`src/rtl/y_signature_misr.sv`:
```
// ============================================================================
// Module   : y_signature_misr
// Brief    : Folds the 501-bit result bus into a 32-bit MISR signature over a
//            programmed number of valid samples, handed off on valid/ready.
//            Optional change counter enabled by defining SIG_CHANGE_CNT_EN.
// Revision : 1.0 - initial release
// ============================================================================
`default_nettype none

module y_signature_misr #(
  parameter int               Y_W   = 501,
  parameter int               SIG_W = 32,
  parameter logic [SIG_W-1:0] POLY  = 32'h04C11DB7,
  parameter logic [SIG_W-1:0] SEED  = 32'hFFFFFFFF,
  parameter int               CNT_W = 16
) (
  input  logic             clk,
  input  logic             rst,
  input  logic             start,
  input  logic [CNT_W-1:0] num_cyc,
  input  logic [Y_W-1:0]   y_in,
  input  logic             y_valid,
  output logic             busy,
  output logic [CNT_W-1:0] cyc_cnt,
  output logic             sig_valid,
  input  logic             sig_ready,
`ifdef SIG_CHANGE_CNT_EN
  output logic [CNT_W-1:0] chg_cnt,
`endif
  output logic [SIG_W-1:0] sig_out
);

  localparam int C_NCHUNK = (Y_W + SIG_W - 1) / SIG_W;
  localparam int C_PAD_W  = C_NCHUNK * SIG_W;

  typedef enum logic [1:0] {
    S_IDLE = 2'd0,
    S_RUN  = 2'd1,
    S_DONE = 2'd2
  } state_e;

  state_e             state_q, state_d;
  logic [SIG_W-1:0]   sig_q, sig_d;
  logic [CNT_W-1:0]   cnt_q, cnt_d;
  logic [CNT_W-1:0]   tgt_q, tgt_d;

  logic [C_PAD_W-1:0] w_padded;
  logic [SIG_W-1:0]   w_fold;
  logic [SIG_W-1:0]   w_sig_step;
  logic [CNT_W-1:0]   w_cnt_inc;
  logic               w_load;

  always_comb begin
    w_padded = '0;
    w_padded[Y_W-1:0] = y_in;
    w_fold = '0;
    for (int k = 0; k < C_NCHUNK; k++) begin
      w_fold = w_fold ^ w_padded[k*SIG_W +: SIG_W];
    end
    w_sig_step = {sig_q[SIG_W-2:0], 1'b0} ^ (sig_q[SIG_W-1] ? POLY : '0) ^ w_fold;
    w_cnt_inc  = cnt_q + CNT_W'(1);
  end

  always_comb begin
    state_d = state_q;
    sig_d   = sig_q;
    cnt_d   = cnt_q;
    tgt_d   = tgt_q;
    w_load  = 1'b0;
    case (state_q)
      S_IDLE: begin
        if (start) w_load = 1'b1;
      end
      S_RUN: begin
        if (y_valid) begin
          sig_d = w_sig_step;
          cnt_d = w_cnt_inc;
          if (w_cnt_inc == tgt_q) state_d = S_DONE;
        end
      end
      S_DONE: begin
        // Accepting the signature and starting in the same cycle skips IDLE.
        if (sig_ready) begin
          if (start) w_load = 1'b1;
          else       state_d = S_IDLE;
        end
      end
      default: state_d = S_IDLE;
    endcase
    if (w_load) begin
      state_d = S_RUN;
      sig_d   = SEED;
      cnt_d   = '0;
      tgt_d   = (num_cyc == '0) ? CNT_W'(1) : num_cyc;
    end
  end

  always_ff @(posedge clk) begin
    if (rst) begin
      state_q <= S_IDLE;
      sig_q   <= '0;
      cnt_q   <= '0;
      tgt_q   <= '0;
    end else begin
      state_q <= state_d;
      sig_q   <= sig_d;
      cnt_q   <= cnt_d;
      tgt_q   <= tgt_d;
    end
  end

  assign busy      = (state_q == S_RUN);
  assign sig_valid = (state_q == S_DONE);
  assign cyc_cnt   = cnt_q;
  assign sig_out   = sig_q;

`ifdef SIG_CHANGE_CNT_EN
  logic [Y_W-1:0]   prev_q, prev_d;
  logic [CNT_W-1:0] chg_q, chg_d;

  always_comb begin
    prev_d = prev_q;
    chg_d  = chg_q;
    if (w_load) begin
      chg_d = '0;
    end else if (state_q == S_RUN && y_valid) begin
      prev_d = y_in;
      // cnt_q == 0 marks the first sample of the window, which has no predecessor.
      if (cnt_q != '0 && y_in != prev_q) chg_d = chg_q + CNT_W'(1);
    end
  end

  always_ff @(posedge clk) begin
    if (rst) begin
      prev_q <= '0;
      chg_q  <= '0;
    end else begin
      prev_q <= prev_d;
      chg_q  <= chg_d;
    end
  end

  assign chg_cnt = chg_q;
`endif

endmodule

`default_nettype wire

```
`config.mk`:
```
export PLATFORM = sky130hd
export DESIGN_NAME = y_signature_misr
export DESIGN_NICKNAME = d
export VERILOG_FILES = /design/src/rtl/y_signature_misr.sv
export SDC_FILE = /design/constraint.sdc
export NUM_CORES = 1
export LEC_CHECK = 0
export BUFFER_PORTS_ARGS = -buffer_cell sky130_fd_sc_hd__buf_2
export CORE_AREA = 2 2 223 225
export DETAILED_ROUTE_END_ITERATION = 8
export DIE_AREA = 0 0 225 227
export PLACE_DENSITY = 0.42
export SYNTH_ARGS = -nofsm -noshare
export SYNTH_HDL_FRONTEND = slang
export SYNTH_SLANG_ARGS = --single-unit
```
`constraint.sdc`:
```
create_clock -name clk -period 5.1 [get_ports clk]
set_input_delay 1.02 -clock clk [delete_from_list [all_inputs] [get_ports clk]]
set_output_delay 1.02 -clock clk [all_outputs]
set_load 0.005 [all_outputs]
```
# ---- Word-level counts from Yosys, hierarchy flattened
# Index checks and enable logic that the tools add are counted.
dict set report classes {
  n_eq_ne 12
  n_div 0
  bitwise 18
  shifts 0
  n_reduce_logical 9
  mul 0
  order_cmp 0
  n_mux 14
  n_addsub 1
}
# cell n
set ops {}
lappend ops {{$xor 32x32->32} 15}
lappend ops {{$mux 32} 3}
lappend ops {{$xor 32x21->32} 1}
lappend ops {{$xor 32x27->32} 1}
lappend ops {{$mux 27} 1}
lappend ops {{$add 16x1->16 const B} 1}
lappend ops {{$eq 16x16->1} 1}
lappend ops {{$logic_not 16->1} 1}
lappend ops {{$mux 16} 1}
lappend ops {{$reduce_and 5->1} 2}
lappend ops {{$mux 2} 4}
lappend ops {{$ne 2x2->1 const B} 3}
lappend ops {{$ne 3x1->1 const B} 2}
lappend ops {{$ne 3x2->1 const B} 2}
lappend ops {{$pmux 2 s3} 1}
lappend ops {{$ne 2x1->1 const B} 2}
lappend ops {{$reduce_and 2->1} 2}
lappend ops {{$reduce_bool 2->1} 2}
lappend ops {{$mux 1} 3}
lappend ops {{$eq 2x1->1 const B} 1}
lappend ops {{$eq 2x2->1 const B} 1}
lappend ops {{$logic_not 2->1} 1}
lappend ops {{$pmux 1 s2} 1}
lappend ops {{$reduce_or 2->1} 1}
lappend ops {{$not 1->1} 1}
dict set report totals {
  out_inout_bits 50
  n_memories 0
  input_bits 522
  elab_cells 59
  mem_bits_ro 0
  register_bits 66
  ram_bits 0
  latch_bits 0
}

# ---- Depth between registers and ports, before layout
# Gate-level depths: netlist (run 1).
dict set report depth {
  depth_word 19
  ltp_mapped 8
  ltp_nobuf 7
}

# ---- Worst setup path after synthesis (run 1)
# Ideal clock, no wire load.
dict set report synth_path {
  path_type {input port to flip-flop}
  from {input sig_ready}
  to {register sig_q[31] (netlist: sig_out[31])}
  setup_slack_ns 2.972
  arrival_ns 2.042
  setup_ns 0.086
  path_buffers 2
  required_ns 5.014
  path_stages 7
  path_cell_list {nor2b_1 -> nor3b_4 -> or2_0 -> buf_2 -> buf_2 -> nor2_1 -> a211oi_1}
}
dict set report synth_via {
  elab_chain_len 4
  word_cells_on_any_way 6
  cone_classes {mux (3); reduce/logical (3)}
}
# item line_no
set synth_lines {}
lappend synth_lines {{from (decl)} 26} ;# input logic sig_ready,
lappend synth_lines {{$mux 1 *} 83} ;# if (sig_ready) begin
lappend synth_lines {{$pmux 1 s2 *} 70} ;# case (state_q)
lappend synth_lines {{$reduce_bool 2->1 (no line)} -}
lappend synth_lines {{$reduce_and 2->1 (no line)} -}
lappend synth_lines {{to (signal assigned)} 106} ;# sig_q <= sig_d;
lappend synth_lines {{to (decl)} 43} ;# logic [SIG_W-1:0] sig_q, sig_d;
# Every way passes the cells marked *; elsewhere a longest branch is shown, timed or not.
# A chain may end at the register's enable or synchronous reset.

# ---- Worst setup path in the final report (run 1)
dict set report layout_path {
  from {input y_valid}
  to {register sig_q[25] (netlist: sig_out[25])}
}
dict set report layout_via {
  elab_chain_len 2
}
# item line_no
set layout_lines {}
lappend layout_lines {{from (decl)} 22} ;# input logic y_valid,
lappend layout_lines {{$reduce_bool 2->1 (no line)} -}
lappend layout_lines {{$reduce_and 2->1 (no line)} -}
# Every way passes these cells.

==> results of run 1 <==
-- kinds of logic (layout without fill, tap and decap cells) --
| family | after synthesis | count (layout) | share of synthesized area |
|---|---|---|---|
| adder cells (fa/ha/maj) | 1 | 1 | 0.00167 |
| other | 0 | 6 | 0 |
| flip-flops | 66 | 66 | 0.176 |
| AND/OR/NAND/NOR | 126 | 126 | 0.0899 |
| AO/OA/AOI/OAI | 72 | 72 | 0.0699 |
| multiplexers | 3 | 3 | 0.00400 |
| buffers and inverters | 28 | 591 | 0.0188 |
| XOR/XNOR | 548 | 548 | 0.640 |
-- report_power, final --
part	internal (mW)	leakage [nW]	switching (mW)	total (mW)
registers	0.567	0.544	0.0575	0.624
clock network	0.456	0.163	0.264	0.719
logic	0.861	3.93	0.698	1.56
total	1.88	4.63	1.02	2.90
-- layer usage --
metal / vias up / share of wire
met2: 292 / 0.50
met4: 2 / 0.016
met1: 3418 / 0.42
met3: 31 / 0.069
met5: - / 0.00031
li1: 3849 / -
-- state kept, by name, indices dropped and copies added (netlist names) --
register,cells
state_q,2
cyc_cnt,16
sig_out,32
tgt_q,16
-- synth_stat cells (all sizes together) (2+ instances only) --
| library cell | n | area, µm² |
|---|---|---|
| nor3b | 2 | 26.3 |
| nor2 | 59 | 221 |
| and2 | 2 | 12.5 |
| nand4 | 7 | 65.1 |
| clkbuf | 10 | 37.5 |
| a311o | 2 | 20.0 |
| dfxtp | 66 | 1320 |
| or2 | 2 | 12.5 |
| nor3 | 5 | 25.0 |
| and3 | 3 | 20.0 |
| nand2 | 11 | 41.3 |
| nand3 | 13 | 70.1 |
| xnor2 | 500 | 4380 |
| nor4 | 10 | 87.6 |
| nand4b | 2 | 17.5 |
| nor2b | 3 | 18.8 |
| and4 | 3 | 28.8 |
| a21oi | 9 | 45.0 |
| a22o | 13 | 114 |
| mux2i | 3 | 30.0 |
| o21ai | 6 | 30.0 |
| xor2 | 48 | 428 |
| buf | 17 | 100 |
| a211oi | 33 | 248 |
-- final cells by class --
type                    count  area share
multi-input cells         750       0.532
repair buffers            574       0.253
flip-flops and latches     66       0.116
well taps                 622      0.0684
clock buffers              12      0.0225
clock inverters             4     0.00649
diodes                      6     0.00132
inverters                   1    0.000330
-- through the flow --
stage	utilization	area (µm²)	hold slack (ns)
floorplan	-	7510	0.470
finish	0.234	11400	0.511
global placement	0.227	11000	0.487
CTS	0.234	11400	0.510
global route	0.234	11400	0.543
detailed placement	0.227	11000	0.489
-- path summary, 6_finish.rpt --
| check | start | end | slack [ns] | depth (start not counted) |
|---|---|---|---|---|
| setup / recovery | y_valid | sig_out[25]$_SDFFE_PP0P_ | 2.51 | 6 |
| hold / removal | tgt_q[9]$_SDFFE_PP0P_ | tgt_q[9]$_SDFFE_PP0P_ | 0.51 | 1 |
| setup reg to reg | state_q[0]$_SDFFE_PP0P_ | sig_out[25]$_SDFFE_PP0P_ | 2.67 | 6 |
| hold reg to reg | tgt_q[9]$_SDFFE_PP0P_ | tgt_q[9]$_SDFFE_PP0P_ | 0.51 | 1 |
==> flow_metrics.py, run 1 <==
metrics = {
    "layout": {
        "finalNonFillerCells": 2035,
        "final_cell_mix": "571 x buf_2, 500 x xnor2_1, 66 x dfxtp_1, 59 x nor2_1, 47 x xor2_1",
        "fillers": 5341,
        "drive_gt1_frac": 0.429,
        "multiInputGateArea_um2": 6050,
        "final_common_cell": "buf_2",
        "seqCellArea_um2": 1320,
        "syn_to_final_growth_pct": 51.5,
        "nets": 1925,
    },
    "floorplanning": {
        "dieWidth_um": 225,
        "dieHeight_um": 227,
        "core_um2": 48500,
        "die-area_um2": 51100,
        "start_util": 0.155,
        "rows": 81,
        "ios": 572,
    },
    "setup_path": {
        "slowest_delay_ns": 0.79,
        "critical_path_arrival_ns": 2.85,
        "cp_cell_sequence": "buf_2, and2_2, buf_4, or2_2, nor2_1, a211oi_1",
        "critPathTopFamily": "simple AND/OR/NAND/NOR gates",
        "start_kind": "input pin",
        "path_class": "input pin to flop",
        "crit_path_top_delay_cell": "or2_2",
        "crit_fanout": 41,
        "worst_setup_path_end_kind": "flop",
        "critical_path_required_ns": 5.36,
        "critPathBufInv": 2,
    },
    "synth": {
        "ys_seq_elements": 66,
        "ys.warnings.count": 0,
        "postSynthCellCount": 844,
        "ys_types": 52,
        "seq_area_frac_synth": 0.176,
        "syn-num-nets": 1367,
        "synthesis.area_um2": 7510,
        "syn_area_per_cell_um2": 8.90,
        "async_flop_share": 0,
        "synth-edff-count": 0,
        "ys.flop_type": "dfxtp_1",
    },
    "placement": {
        "place_inst": 2013,
        "dp_slack_ns": 2.07,
        "post-dp-hpwl_um": 28600,
        "io_buffer_count": 571,
        "gp_congestion": 0.878,
    },
    "clocking": {
        "clock-sinks": 66,
        "cts_tree": "yes",
        "clk_pin_slew_ns": 0.06,
        "postCtsSetupBuffers": 0,
        "cts_root_buffer": "clkbuf_16",
        "clk_latency_ns": 0.35,
        "numCtsBuffers": 9,
        "clockBufferDepth": 2,
        "ctsHoldBuffers": 0,
        "htreeDepth": 3,
        "cts_resized": 0,
    },
    "pwr": {
        "power.density_nw_per_um2": 255,
        "total_power_mw": 2.90,
        "power_leakage_nw": 4.63,
        "ir_drop_mv": 0.143,
    },
    "sta": {
        "slew_viol_final": 0,
        "setup-violations-final": 0,
        "fin_worst_skew_ns": 0.0102,
        "achievable-frequency_ghz": 0.386,
        "rsz0062_at_grt": "no",
        "min_period_ns": 2.59,
        "setup_tns_ns": 0,
        "max_slew_margin": 0.415,
        "worst_slew_pin_slew_ns": 0.874,
        "hold_viol": 0,
        "post-route-period-util": 0.508,
        "setup_slack_ns": 2.51,
    },
    "global_routing": {
        "use_met3": 0.0355,
        "met1_usage": 0.148,
        "grt_util_all_layers": 0.122,
        "grt.busiest_layer": "met2",
        "grt_max_degree": 42,
        "grt_pass1_vias": 7768,
        "antenna_found_initial": 15,
        "grt_pass1_wl_um": 45800,
        "grtUsageMet2": 0.207,
        "grt.overflow.total": 0,
    },
    "flow_run": {
        "cap_violations": 0,
    },
    "routing": {
        "via_per_inst": 3.73,
        "drc_errors": 0,
        "wl_per_cell_um": 16.0,
        "first_iter_violations": 212,
        "ant_nets": 0,
        "first_pass_iters": 4,
        "vias": 7592,
        "wirelength_um": 32500,
    },
    "status": {
        "status": "complete, no violations",
    },
    "worst_hold_path": {
        "hold_class": "flop to flop",
    },
}
(Power assumes the default switching activity.)
==> run 2, diff against run 1 <==
Settings changed: CORE_AREA 2 2 223 225 to 2 2 225 227, DIE_AREA 0 0 225 227 to 0 0 227 229.
Clock period 5.1 ns to 2.6 ns, I/O delays scaled along.
==> run 2 against run 1 <==
  * Wire length shrank 3.7%
  * Combinational power up 94%
  * Sequential power rose by 97%
  * Cell count is 2.6% higher
  * Clock power up 85%
  * Via count decreased by 0.36%
  * Largest power group unchanged
  * Clock skew shrank 0.00099 ns
==> flow_metrics.py, run 2 (synthesized netlist as in run 1, its figures left out) <==
metrics = {
    "placement": {
        "io_buffer_count": 571,
        "post-dp-hpwl_um": 27900,
        "gp_congestion": 0.903,
        "place_inst": 2070,
    },
    "routing": {
        "first_pass_iters": 5,
        "via_per_inst": 3.62,
        "wirelength_um": 31300,
        "drc_errors": 0,
        "vias": 7565,
        "wl_per_cell_um": 15.0,
        "ant_nets": 0,
        "first_iter_violations": 184,
    },
    "global_routing": {
        "met1_usage": 0.133,
        "grt.busiest_layer": "met2",
        "grt_pass1_wl_um": 45100,
        "grt.overflow.total": 0,
        "antenna_found_initial": 9,
        "grt_util_all_layers": 0.118,
        "grt_pass1_vias": 7888,
        "grtUsageMet2": 0.213,
        "grt_max_degree": 33,
        "use_met3": 0.0377,
    },
    "layout": {
        "finalNonFillerCells": 2088,
        "drive_gt1_frac": 0.434,
        "nets": 1932,
        "largest_reg_flops": 32,
        "final_cell_mix": "571 x buf_2, 500 x xnor2_1, 65 x dfxtp_1, 59 x nor2_1, 47 x xor2_1",
        "syn_to_final_growth_pct": 52.7,
        "final_common_cell": "buf_2",
        "fillers": 5591,
    },
    "sta": {
        "worst_slew_pin_slew_ns": 0.528,
        "slew_viol_final": 0,
        "min_period_ns": 2.21,
        "achievable-frequency_ghz": 0.452,
        "setup_tns_ns": 0,
        "fin_worst_skew_ns": 0.00917,
        "setup-violations-final": 0,
        "max_slew_margin": 0.645,
        "rsz0062_at_grt": "no",
        "hold_viol": 0,
        "post-route-period-util": 0.850,
    },
    "setup_path": {
        "r2r_cells": 7,
        "r2r_setup_slack_ns": 0.39,
        "critical_path_required_ns": 2.84,
        "path_class": "flop to flop",
        "cp_cell_sequence": "ha_1, nand3_2, nor3_1, xor2_1, o21a_1, nor4_2, a31oi_1",
        "slowest_delay_ns": 0.49,
        "start_kind": "flop",
        "crit_path_top_delay_cell": "dfxtp_1",
        "r2r_end": "state_q[0]$_SDFFE_PP0P_",
        "critical_path_arrival_ns": 2.45,
        "r2r-start": "cyc_cnt[0]$_SDFFE_PP0P_",
        "crit_fanout": 8,
        "worst_setup_path_end_kind": "flop",
    },
    "floorplanning": {
        "rows": 82,
        "die-area_um2": 52000,
        "ios": 572,
        "dieHeight_um": 229,
        "dieWidth_um": 227,
        "core_um2": 49700,
        "start_util": 0.151,
    },
    "worst_hold_path": {
        "hold_class": "input pin to flop",
        "hp-start": "num_cyc[9]",
        "whs_path_depth": 2,
        "worst_hold_path.endpoint": "tgt_q[9]$_SDFFE_PP0P_",
    },
    "clocking": {
        "cts_root_buffer": "clkbuf_16",
        "clockBufferDepth": 2,
        "cts_tree": "yes",
        "postCtsSetupBuffers": 0,
        "cts_resized": 0,
        "clk_latency_ns": 0.37,
        "clock-sinks": 66,
        "clk_pin_slew_ns": 0.06,
        "ctsHoldBuffers": 0,
        "numCtsBuffers": 9,
        "htreeDepth": 3,
    },
    "pwr": {
        "power.density_nw_per_um2": 487,
        "power_leakage_nw": 4.65,
        "ir_drop_mv": 0.313,
        "netSwitchingFraction": 0.359,
        "clkPwrFrac": 0.238,
        "total_power_mw": 5.59,
        "switchingPower_mw": 2.01,
        "p_int_mw": 3.58,
        "pwr-share-seq": 0.220,
        "combPwrFrac": 0.542,
    },
    "flow_run": {
        "cap_violations": 0,
    },
    "status": {
        "status": "complete, no violations",
    },
}
run 2: power groups by stage:
stage	sequential (mW)	clock (mW)	combinational [mW]
finish	1.23	1.33	3.03
global route	1.25	1.45	3.32
CTS	1.24	1.43	3.11
detailed placement	1.26	0	3.09
global placement	1.26	0	3.08
floorplan	1.22	0	2.15
run 2: worst max-delay path by stage:
stage	slack, ns	cells after the start	start	to
2_1_floorplan	0.68	7	cyc_cnt[0]$_SDFFE_PP0P_	state_q[0]$_SDFFE_PP0P_
3_3_place_gp	0.47	7	cyc_cnt[0]$_SDFFE_PP0P_	state_q[0]$_SDFFE_PP0P_
3_5_place_dp	0.39	7	cyc_cnt[0]$_SDFFE_PP0P_	state_q[0]$_SDFFE_PP0P_
4_1_cts	0.36	7	cyc_cnt[0]$_SDFFE_PP0P_	state_q[0]$_SDFFE_PP0P_
5_1_grt	0.16	7	cyc_cnt[0]$_SDFFE_PP0P_	state_q[0]$_SDFFE_PP0P_
6_report	0.39	7	cyc_cnt[0]$_SDFFE_PP0P_	state_q[0]$_SDFFE_PP0P_
run 2: final cells by class:
type / count / area, µm² / area share
Antenna cell: 2 / 5.00 / 0.000436
Clock buffer: 10 / 239 / 0.0208
Clock inverter: 6 / 66.3 / 0.00578
Inverter: 1 / 3.75 / 0.000327
Multi-Input combinational cell: 750 / 6050 / 0.527
Sequential cell: 66 / 1320 / 0.115
Tap cell: 672 / 841 / 0.0733
Timing Repair Buffer: 581 / 2950 / 0.257
run 2: metrics by stage:
step           setup slack [ns]  hold WS (ns)  cell area, µm²  utilization
2_1_floorplan             0.681         0.470            7510            -
3_3_place_gp              0.473         0.492           11200        0.225
3_5_place_dp              0.388         0.488           11200        0.225
4_1_cts                   0.362         0.352           11500        0.231
5_1_grt                   0.163         0.362           11500        0.231
6_report                  0.390         0.386           11500        0.231
run 2: routing by layer:
layer,part of all wire,wire length (µm),vias to the layer above
li1,-,-,3855
met1,0.40,12600,3372
met4,0.020,632,8
met2,0.51,15900,288
met5,0.0019,60,-
met3,0.068,2130,42
run 2: critical path: cells and delay by family (launching register included):
family          cells  cell delay (ns)
simple gates        3             0.87
flops               1             0.49
fa+ha+maj           1             0.31
compound gates      2             0.31
xor+xnor            1             0.11
